$ cat config.mk
export PLATFORM = sky130hd
export DESIGN_NAME = pool_collator
export DESIGN_NICKNAME = d
export VERILOG_FILES = /design/src/rtl/pool_collator.sv
export SDC_FILE = /design/constraint.sdc
export NUM_CORES = 1
export LEC_CHECK = 0
export BUFFER_PORTS_ARGS = -buffer_cell sky130_fd_sc_hd__buf_4
export CAP_MARGIN = 20
export CORE_MARGIN = 3
export CORE_UTILIZATION = 45
export DETAILED_ROUTE_END_ITERATION = 10
export PLACE_DENSITY = 0.73
export SLEW_MARGIN = 20
export SYNTH_ARGS = -nofsm -noshare
export SYNTH_HDL_FRONTEND = slang
export SYNTH_SLANG_ARGS = --single-unit
export TNS_END_PERCENT = 10
$ cat constraint.sdc
create_clock -name clk -period 4.85 [get_ports clk]
set_input_delay 0.7275 -clock clk [delete_from_list [all_inputs] [get_ports clk]]
set_output_delay 0.7275 -clock clk [all_outputs]
set_load 0.05 [all_outputs]
$ cat src/rtl/pool_collator.sv
// Streaming pooling reducer: folds every WINDOW accepted beats into one max or
// floor-average result per lane, with valid/ready flow control on both sides.
module pool_collator #(
  parameter int unsigned DATA_W   = 20,
  parameter int unsigned CHANNELS = 4,
  parameter int unsigned WINDOW   = 4
) (
  input  logic                       clk,
  input  logic                       rst,
  input  logic                       mode_avg,
  input  logic                       flush,
  input  logic                       in_valid,
  output logic                       in_ready,
  input  logic [CHANNELS*DATA_W-1:0] in_data,
  output logic                       out_valid,
  input  logic                       out_ready,
  output logic [CHANNELS*DATA_W-1:0] out_data
);

  localparam int unsigned CW = $clog2(WINDOW);
  localparam int unsigned AW = DATA_W + CW;

  logic [CW-1:0]             cnt;
  logic                      mode_q;
  logic [AW-1:0]             acc      [CHANNELS];
  logic [AW-1:0]             lane_ext [CHANNELS];
  logic [AW-1:0]             combined [CHANNELS];
  logic [AW-1:0]             acc_d    [CHANNELS];
  logic [CHANNELS*DATA_W-1:0] result;
  logic                      is_first;
  logic                      is_last;
  logic                      accept;

  assign is_first = (cnt == '0);
  assign is_last  = (cnt == CW'(WINDOW - 1));
  // Only the closing beat of a window waits on the output register.
  assign in_ready = !flush && (!is_last || !out_valid || out_ready);
  assign accept   = in_valid && in_ready;

  // Per-lane combine of accumulator and incoming beat, plus final scaling.
  always_comb begin
    result = '0;
    for (int k = 0; k < CHANNELS; k++) begin
      lane_ext[k] = AW'(in_data[k*DATA_W +: DATA_W]);
      if (mode_q)
        combined[k] = acc[k] + lane_ext[k];
      else
        combined[k] = (lane_ext[k] > acc[k]) ? lane_ext[k] : acc[k];
      acc_d[k] = is_first ? lane_ext[k] : combined[k];
      if (mode_q)
        result[k*DATA_W +: DATA_W] = DATA_W'(combined[k] >> CW);
      else
        result[k*DATA_W +: DATA_W] = combined[k][DATA_W-1:0];
    end
  end

  always_ff @(posedge clk) begin
    if (rst) begin
      cnt       <= '0;
      mode_q    <= 1'b0;
      out_valid <= 1'b0;
      out_data  <= '0;
      for (int k = 0; k < CHANNELS; k++) acc[k] <= '0;
    end else begin
      if (out_valid && out_ready) out_valid <= 1'b0;
      if (flush) begin
        cnt <= '0;
      end else if (accept) begin
        for (int k = 0; k < CHANNELS; k++) acc[k] <= acc_d[k];
        if (is_first) mode_q <= mode_avg;
        if (is_last) begin
          cnt       <= '0;
          out_valid <= 1'b1;
          out_data  <= result;
        end else begin
          cnt <= CW'(cnt + 1'b1);
        end
      end
    end
  end

endmodule

==> flow_summary.json <==
{
  "wl_mm": 47.9,
  "worst_skew_pair.late_latency_ns": 0.45,
  "cts_setup_buffers": 0,
  "required_ns": 5.06,
  "synth_nets": 2095,
  "place_congestion": 0.934,
  "crit_fanout": 22,
  "start_util": 0.461,
  "synth-seq-cells": 172,
  "ant_nets": 0,
  "critical_path_class": "register to register",
  "yosys_warnings": 0,
  "setup_violations": 0,
  "post-route-util": 0.527,
  "portBuffers": 167,
  "reg2reg_slack_ns": 1.30,
  "hold-path-cell-count": 2,
  "drc": 0,
  "grt_max_degree": 73,
  "antenna_found_initial": 1,
  "hold_start": "out_data[79]",
  "synth_top_flop_cell": "edfxtp_1",
  "synth_cells": 1843,
  "areaGrowthSynthToFinish_pct": 14.2,
  "maxCapViolCount": 0,
  "synth_edf_count": 88,
  "hold_ws_ns": 0.450,
  "min_to": "out_data[79]",
  "tightest_slew_ns": 0.875,
  "die-area_mm2": 0.0359,
  "wl_per_cell_um": 20.0,
  "fp.dieW_um": 190,
  "arrival_ns": 3.76,
  "ys_types": 90,
  "io_pins": 168,
  "layout.nets": 2195,
  "powerDensity_mw_per_mm2": 249,
  "r2r-end": "acc[3][3]",
  "finalHoldViolCount": 0,
  "grt_pass1_wl_mm": 75.5,
  "fin_crit_ns": 3.55,
  "grt-ovfl-total": 0,
  "slew_headroom": 0.414,
  "clkSlewWorstSetupHoldPaths_ns": 0.08,
  "rsz0062_at_grt": "no",
  "n_antenna_cell": 0,
  "grtUsageTotal": 0.260,
  "firstDrtPassIters": 7,
  "r2r-start": "acc[3][18]",
  "period_share": 0.732,
  "synth_area_mm2": 0.0152,
  "leakagePower_nw": 7.36,
  "syn_area_per_cell_um2": 8.22,
  "hold_path_class": "register to register",
  "grt_pass1_vias": 14000,
  "max_clock_freq_mhz": 282,
  "final_common_cell": "buf_4",
  "tns_ns": 0,
  "drive_above_1_share": 0.154,
  "cts_tree": "built",
  "core_area_mm2": 0.0329,
  "num_rows": 66,
  "reg2reg_depth": 12,
  "root_buffer": "clkbuf_16",
  "cts_buffers": 17,
  "status": "finished clean",
  "slew_violations": 0,
  "dp_hpwl_mm": 33.9,
  "skew_ns": 0.0181,
  "vias": 14500,
  "cts_resized": 0,
  "ir_worst_vdd_uv": 261,
  "layout_common_cells": "buf_4, nor2_1, ha_1, inv_1, o21ai_0",
  "clk_path_buf_depth": 2,
  "synth-seq-area-share": 0.285,
  "cts_hold_buf": 0,
  "synthArstFlopShare": 0,
  "crit_path_end_kind": "register",
  "critical_path.startpoint_type": "register",
  "clock-sinks": 172,
  "dr.first_iter.drc_count": 1040,
  "htree_levels": 4,
  "avgViaCountPerCell": 6.04,
  "die_y_um": 190
}
-- final cells by class --
type / count / area, µm²
Clock buffer: 18 / 439
Inverter: 156 / 586
Multi-Input combinational cell: 1405 / 9820
Clock inverter: 14 / 153
Sequential cell: 172 / 4330
Fill cell: 3127 / 15600
Tap cell: 442 / 553
Timing Repair Buffer: 191 / 1430
-- sequential cells by signal, summed over array words and instances, names as in the netlist --
name / flops
mode_q: 1
acc: 88
out_data: 80
cnt: 2
out_valid: 1
-- synthesized netlist by cell type, drive strengths merged, types with 16 or more instances --
cell	count	area, µm²
o21ai	148	744
nor2b	16	100
inv	154	578
o31ai	18	140
nor2	186	701
clkbuf	86	324
edfxtp	88	2640
a21oi	139	696
nor3	44	220
o21a	22	165
buf	24	139
a31oi	30	194
or3	19	124
nand3	42	215
mux2	20	229
o21bai	21	158
mux2i	60	601
o221a	17	191
nand2b	19	119
nand2	128	483
dfxtp	84	1680
ha	162	2030
xnor2	61	534
-- cell families after synthesis --
logic type               after synthesis  synth area share
AO/OA/AOI/OAI                        571             0.251
XOR/XNOR                              76            0.0439
adder cells (fa/ha/maj)              166             0.139
buffers and inverters                266            0.0692
flip-flops                           172             0.285
multiplexers                          80            0.0547
AND/OR/NAND/NOR                      512             0.157
-- power breakdown --
group | internal (mW) | total, mW | switching, mW
sequential | 1.58 | 1.63 | 0.0503
clock | 0.744 | 1.44 | 0.697
combinational | 0.490 | 1.24 | 0.750
total | 2.82 | 4.31 | 1.50
-- how the worst max path moves through the flow --
stage | start | to | cells after the start
6_report | acc[3][18] | acc[3][3] | 12
5_1_grt | acc[3][18] | acc[3][3] | 12
4_1_cts | acc[3][18] | acc[3][8] | 12
3_5_place_dp | in_data[78] | acc[3][8] | 12
3_3_place_gp | in_data[78] | acc[3][8] | 12
2_1_floorplan | out_ready | acc[0][0] | 4
-- per-layer routing --
layer,share of wire,GRT usage
met1,0.44,0.349
met2,0.45,0.425
met3,0.086,0.0557
met4,0.023,0.0736
met5,0.00031,0
-- critical path: stages (launching register included) --
cell and delay [ns]:
edfxtp_1 0.38, inv_1 0.05, ha_1 0.42, nand3_1 0.20, nor4_4 0.34, nand3_1 0.19
a21boi_1 0.19, a31oi_4 0.70, buf_4 0.30, mux2i_1 0.20, nor2_1 0.07, nor3_1 0.19
nor2_1 0.06
-- through the flow --
stage / power (mW) / worst slack, ns / instance area (µm²) / instances
after global routing: 4.51 / 1.01 / 17300 / 2398
after global placement: 2.86 / 0.879 / 16700 / 2366
final: 4.31 / 1.30 / 17300 / 2398
after floorplan: 2.54 / 0.526 / 15200 / 1843
after detailed placement: 2.88 / 0.860 / 16700 / 2366
after CTS: 4.31 / 1.30 / 17300 / 2398
No activity file was read; power rests on OpenSTA's default activity.
